File: config.mk
export PLATFORM = sky130hd
export DESIGN_NAME = dmem_arbiter
export DESIGN_NICKNAME = d
export VERILOG_FILES = /design/src/rtl/dmem_pkg.sv /design/src/rtl/rr_arb2.sv /design/src/rtl/dmem_arbiter.sv
export SDC_FILE = /design/constraint.sdc
export NUM_CORES = 1
export LEC_CHECK = 0
export CAP_MARGIN = 5
export CORE_MARGIN = 3
export CORE_UTILIZATION = 30
export DETAILED_ROUTE_END_ITERATION = 10
export GPL_ROUTABILITY_DRIVEN = 0
export PLACE_DENSITY_LB_ADDON = 0.1
export SYNTH_ARGS = -nofsm -noshare
export SYNTH_HDL_FRONTEND = slang
export SYNTH_SLANG_ARGS = --single-unit
File: constraint.sdc
create_clock -name clk -period 3.4 [get_ports clk]
set_clock_uncertainty 0.05 [all_clocks]
set_input_delay 0.85 -clock clk [delete_from_list [all_inputs] [get_ports clk]]
set_output_delay 0.85 -clock clk [all_outputs]
set_load 0.05 [all_outputs]
File: src/rtl/dmem_pkg.sv
// Shared constants for the data-memory arbiter slice: default geometry,
// requester indices and arbitration modes.
package dmem_pkg;

    localparam int DMEM_S  = 32;
    localparam int DMEM_L  = 256;
    localparam int DMEM_AW = $clog2(DMEM_L);

    localparam logic REQ_CPU = 1'b0;
    localparam logic REQ_DBG = 1'b1;

    typedef enum logic {
        ARB_RR    = 1'b0,
        ARB_FIXED = 1'b1
    } arb_mode_e;

endpackage

File: src/rtl/rr_arb2.sv
// Two-way combinational picker: fixed priority to the CPU, or round-robin
// where the requester that did not win last time takes a tie.
module rr_arb2
    import dmem_pkg::*;
(
    input  logic [1:0] req,
    input  logic       last,
    input  logic       prio,
    output logic [1:0] gnt
);

    // The CPU takes a tie when priority is fixed or when the debug port won last.
    always_comb begin
        gnt = 2'b00;
        if (req[REQ_CPU] && (!req[REQ_DBG] || prio || (last == REQ_DBG))) begin
            gnt[REQ_CPU] = 1'b1;
        end else if (req[REQ_DBG]) begin
            gnt[REQ_DBG] = 1'b1;
        end
    end

endmodule

File: src/rtl/dmem_arbiter.sv
// Shares one synchronous data-memory port between the CPU load/store path and
// the loader/debug port; read data returns one cycle after the grant.
module dmem_arbiter
    import dmem_pkg::*;
#(
    parameter int S    = DMEM_S,
    parameter int L    = DMEM_L,
    parameter int AW   = $clog2(L),
    parameter int PRIO = int'(ARB_RR)
) (
    input  logic          clk,
    input  logic          rst_n,
    input  logic          req0,
    input  logic          req1,
    input  logic          we0,
    input  logic          we1,
    input  logic [AW-1:0] addr0,
    input  logic [AW-1:0] addr1,
    input  logic [S-1:0]  wdata0,
    input  logic [S-1:0]  wdata1,
    output logic          gnt0,
    output logic          gnt1,
    output logic [S-1:0]  rdata0,
    output logic [S-1:0]  rdata1,
    output logic          rvalid0,
    output logic          rvalid1,
    output logic [AW-1:0] mem_a,
    output logic [S-1:0]  mem_din,
    output logic          mem_mread,
    output logic          mem_mwrite,
    input  logic [S-1:0]  mem_dout
);

    logic [1:0] req_live;
    logic [1:0] gnt;
    logic       last;
    logic       prio;

    // Masking the requests with reset keeps grants and memory strobes low
    // for the whole reset cycle, not just after the edge.
    assign req_live = {req1, req0} & {2{rst_n}};
    assign prio     = (PRIO == int'(ARB_FIXED));

    rr_arb2 u_pick (
        .req  (req_live),
        .last (last),
        .prio (prio),
        .gnt  (gnt)
    );

    assign gnt0 = gnt[REQ_CPU];
    assign gnt1 = gnt[REQ_DBG];

    always_comb begin
        mem_a      = '0;
        mem_din    = '0;
        mem_mread  = 1'b0;
        mem_mwrite = 1'b0;
        if (gnt[REQ_CPU]) begin
            mem_a      = addr0;
            mem_din    = wdata0;
            mem_mwrite = we0;
            mem_mread  = ~we0;
        end else if (gnt[REQ_DBG]) begin
            mem_a      = addr1;
            mem_din    = wdata1;
            mem_mwrite = we1;
            mem_mread  = ~we1;
        end
    end

    // last starts at the debug port so the CPU wins the first tie after reset.
    always_ff @(posedge clk) begin
        if (!rst_n) begin
            last    <= REQ_DBG;
            rdata0  <= '0;
            rdata1  <= '0;
            rvalid0 <= 1'b0;
            rvalid1 <= 1'b0;
        end else begin
            rvalid0 <= gnt[REQ_CPU] & ~we0;
            rvalid1 <= gnt[REQ_DBG] & ~we1;
            if (gnt[REQ_CPU] && !we0) begin
                rdata0 <= mem_dout;
            end
            if (gnt[REQ_DBG] && !we1) begin
                rdata1 <= mem_dout;
            end
            if (|gnt) begin
                last <= gnt[REQ_DBG];
            end
        end
    end

endmodule

Yosys cells after proc, flatten, opt, wreduce, memory -nomap -nowiden
Cells that the tools add are included.
{"block": "word_totals", "register_bits": 67, "inputBits": 118, "elab_cells": 29}
{"block": "classes", "mux": 11, "n_bitwise": 5, "reduce_logical": 8}
{"operator": "32-bit two-way mux", "n": 2}
{"operator": "8-bit two-way mux", "n": 2}
{"operator": "1-bit two-way mux", "n": 7}
{"operator": "1-bit logical AND", "n": 3}
{"operator": "1-bit zero test", "n": 3}
{"operator": "1-bit bitwise AND", "n": 2}
{"operator": "2-bit bitwise AND", "n": 1}
{"operator": "1-bit NOT", "n": 2}
{"operator": "2-bit OR reduction", "n": 1}
{"operator": "1-bit logical OR", "n": 1}

Depth between registers and ports, before layout
Gate-level depths: netlist of the first run.
{"block": "logic_depth", "depth_word": 7, "mapped_depth": 6}

By module
Synthesis of the first run repeated with hierarchy kept, for this count alone.
{"block": "unflattened", "hier_cells": 317, "hier_area_um2": 3025.4}
{"mod": "dmem_arbiter", "n_inst": 1, "cells_per_inst": 313, "area_each_um2": 3002.9, "seq_area_each_um2": 1341.3}
{"mod": "rr_arb2", "n_inst": 1, "cells_per_inst": 4, "area_each_um2": 22.5, "seq_area_each_um2": 0.0}

Worst setup path before layout of the first run
Ideal clock, no wire load.
{"block": "synth_timing", "path_kind": "input to output", "startpoint": "in rst_n", "endpoint": "out mem_din[18]", "arrival_ns": 2.138, "required_time_ns": 2.500, "slack_ns": 0.362, "cell_stages": 5, "path_cell_list": "buf_4 nand2_1 a21oi_1 buf_2 a22o_1"}
{"block": "synth_between", "elab_chain_cells": 7, "elab_cells_between_ends": 9}
{"element": "start: declaration", "line_no": "dmem_arbiter.sv:12", "rtl": "input logic rst_n,"}
{"element": "2-bit bitwise AND (*)", "line_no": "dmem_arbiter.sv:41", "rtl": "assign req_live = {req1, req0} & {2{rst_n}};"}
{"element": "1-bit zero test", "line_no": "rr_arb2.sv:15", "rtl": "if (req[REQ_CPU] && (!req[REQ_DBG] || prio || (last == REQ_DBG))) begin"}
{"element": "1-bit logical OR", "line_no": "rr_arb2.sv:15"}
{"element": "1-bit logical AND", "line_no": "rr_arb2.sv:15"}
{"element": "1-bit two-way mux (*)", "line_no": "rr_arb2.sv:15"}
{"element": "named net gnt1", "line_no": "dmem_arbiter.sv:22", "rtl": "output logic gnt1,"}
{"element": "32-bit two-way mux (*)", "line_no": "dmem_arbiter.sv:64", "rtl": "end else if (gnt[REQ_DBG]) begin"}
{"element": "32-bit two-way mux (*)", "line_no": "dmem_arbiter.sv:59", "rtl": "if (gnt[REQ_CPU]) begin"}
{"element": "end: declaration", "line_no": "dmem_arbiter.sv:28", "rtl": "output logic [S-1:0] mem_din,"}
Mark *: on every way through the listed nets, which the timed path passes. The rest lies on a longest branch.

Worst setup path after layout of the first run
{"block": "layout_timing", "startpoint": "in req1", "endpoint": "out mem_din[26]"}
{"block": "layout_between", "elab_chain_cells": 7, "elab_cells_between_ends": 9}
{"element": "start: declaration", "line_no": "dmem_arbiter.sv:14", "rtl": "input logic req1,"}
{"element": "2-bit bitwise AND (*)", "line_no": "dmem_arbiter.sv:41"}
{"element": "1-bit zero test", "line_no": "rr_arb2.sv:15"}
{"element": "1-bit logical OR", "line_no": "rr_arb2.sv:15"}
{"element": "1-bit logical AND", "line_no": "rr_arb2.sv:15"}
{"element": "1-bit two-way mux", "line_no": "rr_arb2.sv:15"}
{"element": "32-bit two-way mux", "line_no": "dmem_arbiter.sv:64"}
{"element": "32-bit two-way mux (*)", "line_no": "dmem_arbiter.sv:59"}
Every way passes the cells marked *; elsewhere a longest branch is shown, timed or not.

==> run summary, run 1 <==
status -> finished, final reports clean
worst slew pin tran -> 0.917 ns
DRC -> 0
Die W -> 105 um
vias per cell -> 4.59
CTS H-tree lvls -> 3
Hold Startpoint -> rdata1[4]$_SDFFE_PN0P_
pwr/cell area -> 372 nW/um^2
Critical Path Sink Type -> output pin
Synth async-reset ratio -> 0%
post-synthesis sequential area ratio -> 45.6%
setup repair bufs after CTS -> 0
vias after detailed routing -> 3038
critical path type -> input port to output pin
mean post-synth cell area -> 9.53 sq um
first-pass GRT wire length -> 17900 um
row count -> 35
hold_buf cts -> 0
DRC violation total after the first TritonRoute iteration -> 108
top_reg_cell synth -> dfxtp_1
EDFF count, synth -> 0
max_slew headroom -> 38.9%
number of global-route vias before repair -> 3079
WHS Path Cells -> 2
CTS buffer count -> 9
most frequent cells in the layout -> 182 x clkdlybuf4s50_1, 99 x nand2_1, 67 x dfxtp_1
I/O Buffers -> 227
Mapped Cells -> 309
f_max -> 0.304 GHz
synth unique cells -> 19
Area growth syn-to-layout -> 103%
ANT nets after route -> 0
commonest non-fill, non-tap cell in the layout -> clkdlybuf4s50_1
die area -> 11000 sq um
DPL Wire Length -> 9040 um
startpoint types -> input port
CTS tree -> built
clock buffer depth -> 2
Setup Viol. Count Final -> 0
I/O pin cnt -> 228
Ant. Diodes -> 0
total core area -> 9370 sq um
Critical Path AT -> 2.38 ns
fin crit share -> 96.6%
clock latency on the worst-skew pair -> 0.33 ns
launch point of the worst reg-to-reg path -> last$_SDFFE_PN1P_
Die Y -> 105 um
layout cell share with drive strength beyond 1 -> 13.9%
register area -> 1340 sq um
FF-to-FF End -> rdata1[25]$_SDFFE_PN0P_
Leak -> 2.46 nW
synthesized net count -> 427
initial antenna violation count -> 0
Hold WC Path Type -> flop to flop
Netlist Area Pre-Place -> 2940 sq um
nets -> 646
# resized after CTS -> 0
WP data required -> 2.50 ns
fillers -> 821
Initial Util -> 31.4%
largest net degree at the start of global routing -> 98
Tmin final -> 3.28 ns
clk root buf -> clkbuf_8
All-Layer GR Usage -> 20.8%
fin util -> 63.6%
Slew Limit Fails -> 0
unrepaired setup endpoints after global routing -> false
drt pass-1 iters -> 4
drt total wl -> 11500 um
area of the multi-input gates -> 1450 sq um
Reg2Reg Setup Slack -> 1.84 ns
WL/cell -> 17.4 um
Peak VDD IR -> 326 uV
Max-Cap Viols -> 0
remaining global-route overflow -> 0
YS warnings -> 0
CTS sink count -> 67
worst hold endpoint -> rdata1[4]$_SDFFE_PN0P_
Seq cells post-synth -> 67
Crit Path Max Fanout -> 31
Final Hold Viols -> 0
R2R cell count -> 4
clock-pin slew on the worst setup and hold paths -> 0.07 ns
setup tns final -> 0 ns
## worst max path at each step
| stage | start | end | slack [ns] | cells past startpoint |
|---|---|---|---|---|
| 2_1_floorplan | rst_n | mem_din[18] | 0.36 | 5 |
| 4_1_cts | req1 | mem_din[26] | 0.12 | 6 |
| 6_report | req1 | mem_din[26] | 0.12 | 6 |
| 3_3_place_gp | req0 | mem_din[26] | 0.16 | 6 |
| 3_5_place_dp | req1 | mem_din[26] | 0.13 | 6 |
| 5_1_grt | req1 | mem_din[26] | 0.04 | 6 |
## cells in the mapped netlist, types with 3 or more instances
cell type	count	area share (%)
nand2_1	99	13
dfxtp_1	67	46
mux2i_1	64	22
a22o_1	40	12
clkbuf_1	9	1.1
buf_2	7	1.2
buf_6	7	2.7
buf_1	3	0.38
inv_1	3	0.38
## layout make-up
| type | instances | share of cell area [%] |
|---|---|---|
| Multi-Input combinational cell | 212 | 24.3 |
| Clock inverter | 6 | 1.15 |
| Timing Repair Buffer | 235 | 46.8 |
| Tap cell | 129 | 2.71 |
| Sequential cell | 67 | 22.5 |
| Clock buffer | 10 | 2.31 |
| Inverter | 3 | 0.189 |
## registers in the layout, summed over array words and instances (netlist names)
signal / cells
rdata0: 32
rvalid0: 1
rvalid1: 1
last: 1
rdata1: 32
## per-layer routing
| metal | share of wire (%) | vias to the layer above | track usage (%) |
|---|---|---|---|
| li1 | - | 1508 | - |
| met1 | 42 | 1394 | 25.0 |
| met2 | 49 | 129 | 35.8 |
| met3 | 7.4 | 7 | 6.98 |
| met4 | 0.91 | 0 | 4.50 |
| met5 | 0 | - | 0 |
## where the power goes
group          leakage [nW]  internal (mW)  switching, mW
combinational          1.81          0.345          0.358
clock                 0.104          0.365          0.326
sequential            0.544          0.809         0.0129
total                  2.46           1.52          0.696
## cells by family (layout without fill, tap and decap cells)
logic type,Yosys count,count (layout),share of synthesized area (%)
buffers and inverters,30,254,6.03
multiplexers,64,64,21.8
AO/OA/AOI/OAI,46,46,13.3
flip-flops,67,67,45.6
AND/OR/NAND/NOR,102,102,13.3
## metrics by stage
stage	area, sq um	total power, mW	hold slack, ns	setup slack [ns]	cells
CTS	5960	2.24	0.413	0.122	662
finish	5960	2.22	0.406	0.116	662
floorplan	2940	1.17	0.449	0.362	309
global placement	5760	1.54	0.393	0.162	646
global route	5960	2.31	0.427	0.0394	662
detailed placement	5760	1.55	0.400	0.126	646
## critical path: stages
cell and delay (ns):
clkdlybuf4s50_1 0.61, nand2_1 0.16, a21oi_4 0.17, buf_12 0.20, a22o_1 0.23, buf_12 0.15
Note: power is estimated with default switching activity, not from simulation.
==> inputs of run 2 (changes only) <==
--- a/config.mk
+++ b/config.mk
@@ -7,7 +7,7 @@
 export LEC_CHECK = 0
 export CAP_MARGIN = 5
 export CORE_MARGIN = 3
-export CORE_UTILIZATION = 30
+export CORE_UTILIZATION = 36
 export DETAILED_ROUTE_END_ITERATION = 10
 export GPL_ROUTABILITY_DRIVEN = 0
 export PLACE_DENSITY_LB_ADDON = 0.1
==> run 2 against run 1 <==
Against the previous run: first-iteration DRC count fell by 52%; maximum frequency is 4.6% higher; routed wire length is essentially flat; register-to-register slack barely moved.
==> run summary, run 2 (same netlist as run 1, synthesis figures left out) <==
status -> finished, final reports clean
Post-Layout Cell Count -> 634 (-4.2%)
Final Hold Viols -> 0 (unchanged)
vias after detailed routing -> 3113 (+2.5%)
Area growth syn-to-layout -> 103%
Tmin final -> 3.14 ns (-0.143 ns)
remaining global-route overflow -> 0 (unchanged)
drt pass-1 iters -> 4 (unchanged)
clock-pin slew on the worst setup and hold paths -> 0.07 ns (about the same)
unrepaired setup endpoints after global routing -> false
total core area -> 7850 sq um (-16%)
Initial Util -> 37.5% (+6.1 points)
hold_buf cts -> 0 (unchanged)
Reg2Reg Setup Slack -> 1.84 ns (about the same)
Hold Startpoint -> rdata0[4]$_SDFFE_PN0P_
R2R cell count -> 4 (unchanged)
I/O Buffers -> 227 (unchanged)
overall power -> 2.40 mW (+8.2%)
DPL Wire Length -> 9080 um (+0.45%)
DRC violation total after the first TritonRoute iteration -> 52 (-52%)
Setup Viol. Count Final -> 0 (unchanged)
clock buffer depth -> 2 (unchanged)
first-pass GRT wire length -> 16400 um (-8.3%)
CTS tree -> built
Ant. Diodes -> 0 (unchanged)
critical path type -> input port to output pin
f_max -> 0.318 GHz (+4.6%)
die area -> 9300 sq um (-16%)
area of the multi-input gates -> 1440 sq um (-0.52%)
CP startpoint -> req0
# resized after CTS -> 0 (unchanged)
pwr/cell area -> 401 nW/um^2 (+8.0%)
CTS H-tree lvls -> 3 (unchanged)
CP dominant cell by count -> buf_12
setup repair bufs after CTS -> 0 (unchanged)
vias per cell -> 4.91 (+7.0%)
DRC -> 0 (unchanged)
drt total wl -> 11500 um (about the same)
nets -> 645 (-0.15%)
most frequent cells in the layout -> 182 x clkdlybuf4s50_1, 99 x nand2_1, 67 x dfxtp_1
I/O pin cnt -> 228 (unchanged)
largest net degree at the start of global routing -> 98 (unchanged)
CP max stage cell -> clkdlybuf4s50_1
WHS Path Cells -> 2 (unchanged)
setup tns final -> 0 ns (unchanged)
Die W -> 96.4 um (-8.2%)
Critical Path Sink Type -> output pin
launch point of the worst reg-to-reg path -> last$_SDFFE_PN1P_
placed insts -> 618 (-4.3%)
Crit Path Max Fanout -> 38 (+23%)
layout cell share with drive strength beyond 1 -> 13.5% (-0.35 points)
row count -> 32 (-8.6%)
clock latency on the worst-skew pair -> 0.33 ns (about the same)
Max-Cap Viols -> 0 (unchanged)
max_slew headroom -> 41.0% (+2.1 points)
Largest regs -> rdata0 x32, rdata1 x32
startpoint types -> input port
WL/cell -> 18.2 um (+4.3%)
CTS sink count -> 67 (unchanged)
CP peak stage delay -> 0.54 ns (-0.07 ns)
Die Y -> 96.4 um (-8.2%)
CTS buffer count -> 9 (unchanged)
Hold WC Path Type -> flop to flop
commonest non-fill, non-tap cell in the layout -> clkdlybuf4s50_1
cells along the critical path -> clkdlybuf4s50_1 -> nand2_2 -> a21oi_4 -> buf_12 -> a22o_1 -> buf_12
WP data required -> 2.50 ns (about the same)
number of global-route vias before repair -> 3122 (+1.4%)
clk root buf -> clkbuf_8
ANT nets after route -> 0 (unchanged)
All-Layer GR Usage -> 23.7% (+3.0 points)
Slew Limit Fails -> 0 (unchanged)
worst slew pin tran -> 0.885 ns (-0.0320 ns)
Critical Path AT -> 2.24 ns (-0.14 ns)
register area -> 1340 sq um (unchanged)
Leak -> 2.48 nW (+0.82%)
fillers -> 560 (-32%)
fin crit share -> 92.4% (-4.2 points)
initial antenna violation count -> 0 (unchanged)
Peak VDD IR -> 313 uV (-3.9%)
==> run 2: cell types whose count changed in the layout (fill, tap and decap cells not counted) <==
cell	previous run	this run
clkinv_2	1	0
clkinvlp_4	1	0
clkbuf_8	10	9
a21oi_4	2	1
clkinv_4	0	2
buf_4	6	5
clkbuf_1	0	1
inv_6	3	0
bufinv_16	1	4
a21oi_2	0	1
==> run 2: per-stage QoR <==
step	utilization (%)	setup slack [ns]	instance area (sq um)	hold WS (ns)
after floorplan	-	0.362	2940	0.449
after global placement	72.7	0.291	5710	0.391
after detailed placement	72.7	0.261	5710	0.400
after CTS	76.1	0.247	5970	0.411
after global routing	76.1	0.168	5970	0.434
final	76.1	0.259	5970	0.409
==> run 2: path summary, 6_finish.rpt <==
check,endpoint
worst max register to register,rdata1[12]$_SDFFE_PN0P_
worst min-delay path,rdata0[4]$_SDFFE_PN0P_
worst min register to register,rdata0[4]$_SDFFE_PN0P_
worst max-delay path,mem_a[6]
==> run 2: per-layer routing <==
metal / vias up / track usage, % / routed length, um
met5: - / 0 / 0
met4: 0 / 8.88 / 252
met3: 17 / 8.29 / 1130
met2: 126 / 43.1 / 5970
met1: 1471 / 25.1 / 4170
li1: 1499 / - / -
==> run 2: report_power, final <==
group / total (mW) / switching [mW] / internal (mW)
Sequential: 0.822 / 0.0126 / 0.809
Clock: 0.871 / 0.307 / 0.564
Combinational: 0.703 / 0.359 / 0.344
==> run 2: area by class of cell <==
cell class                      instances  share of cell area, %
Inverter                                3                  0.189
Timing Repair Buffer                  234                   46.6
Sequential cell                        67                   22.5
Clock inverter                          6                   2.30
Clock buffer                           10                   2.14
Multi-Input combinational cell        212                   24.2
Tap cell                              102                   2.14
==> run 2: worst max-delay path, delay by kind of cell <==
kind	cells	cell delay (ns)
AOI/OAI and AO/OA	2	0.37
buffers and inverters	3	0.91
and+or+nand+nor	1	0.10
==> inputs of run 3 (changes only) <==
--- a/config.mk
+++ b/config.mk
@@ -11,6 +11,7 @@
 export DETAILED_ROUTE_END_ITERATION = 10
 export GPL_ROUTABILITY_DRIVEN = 0
 export PLACE_DENSITY_LB_ADDON = 0.1
+export SLEW_MARGIN = 10
 export SYNTH_ARGS = -nofsm -noshare
 export SYNTH_HDL_FRONTEND = slang
 export SYNTH_SLANG_ARGS = --single-unit
==> results of run 3 <==
Same layout as run 2: the final DEF is identical, and so are final timing and power.
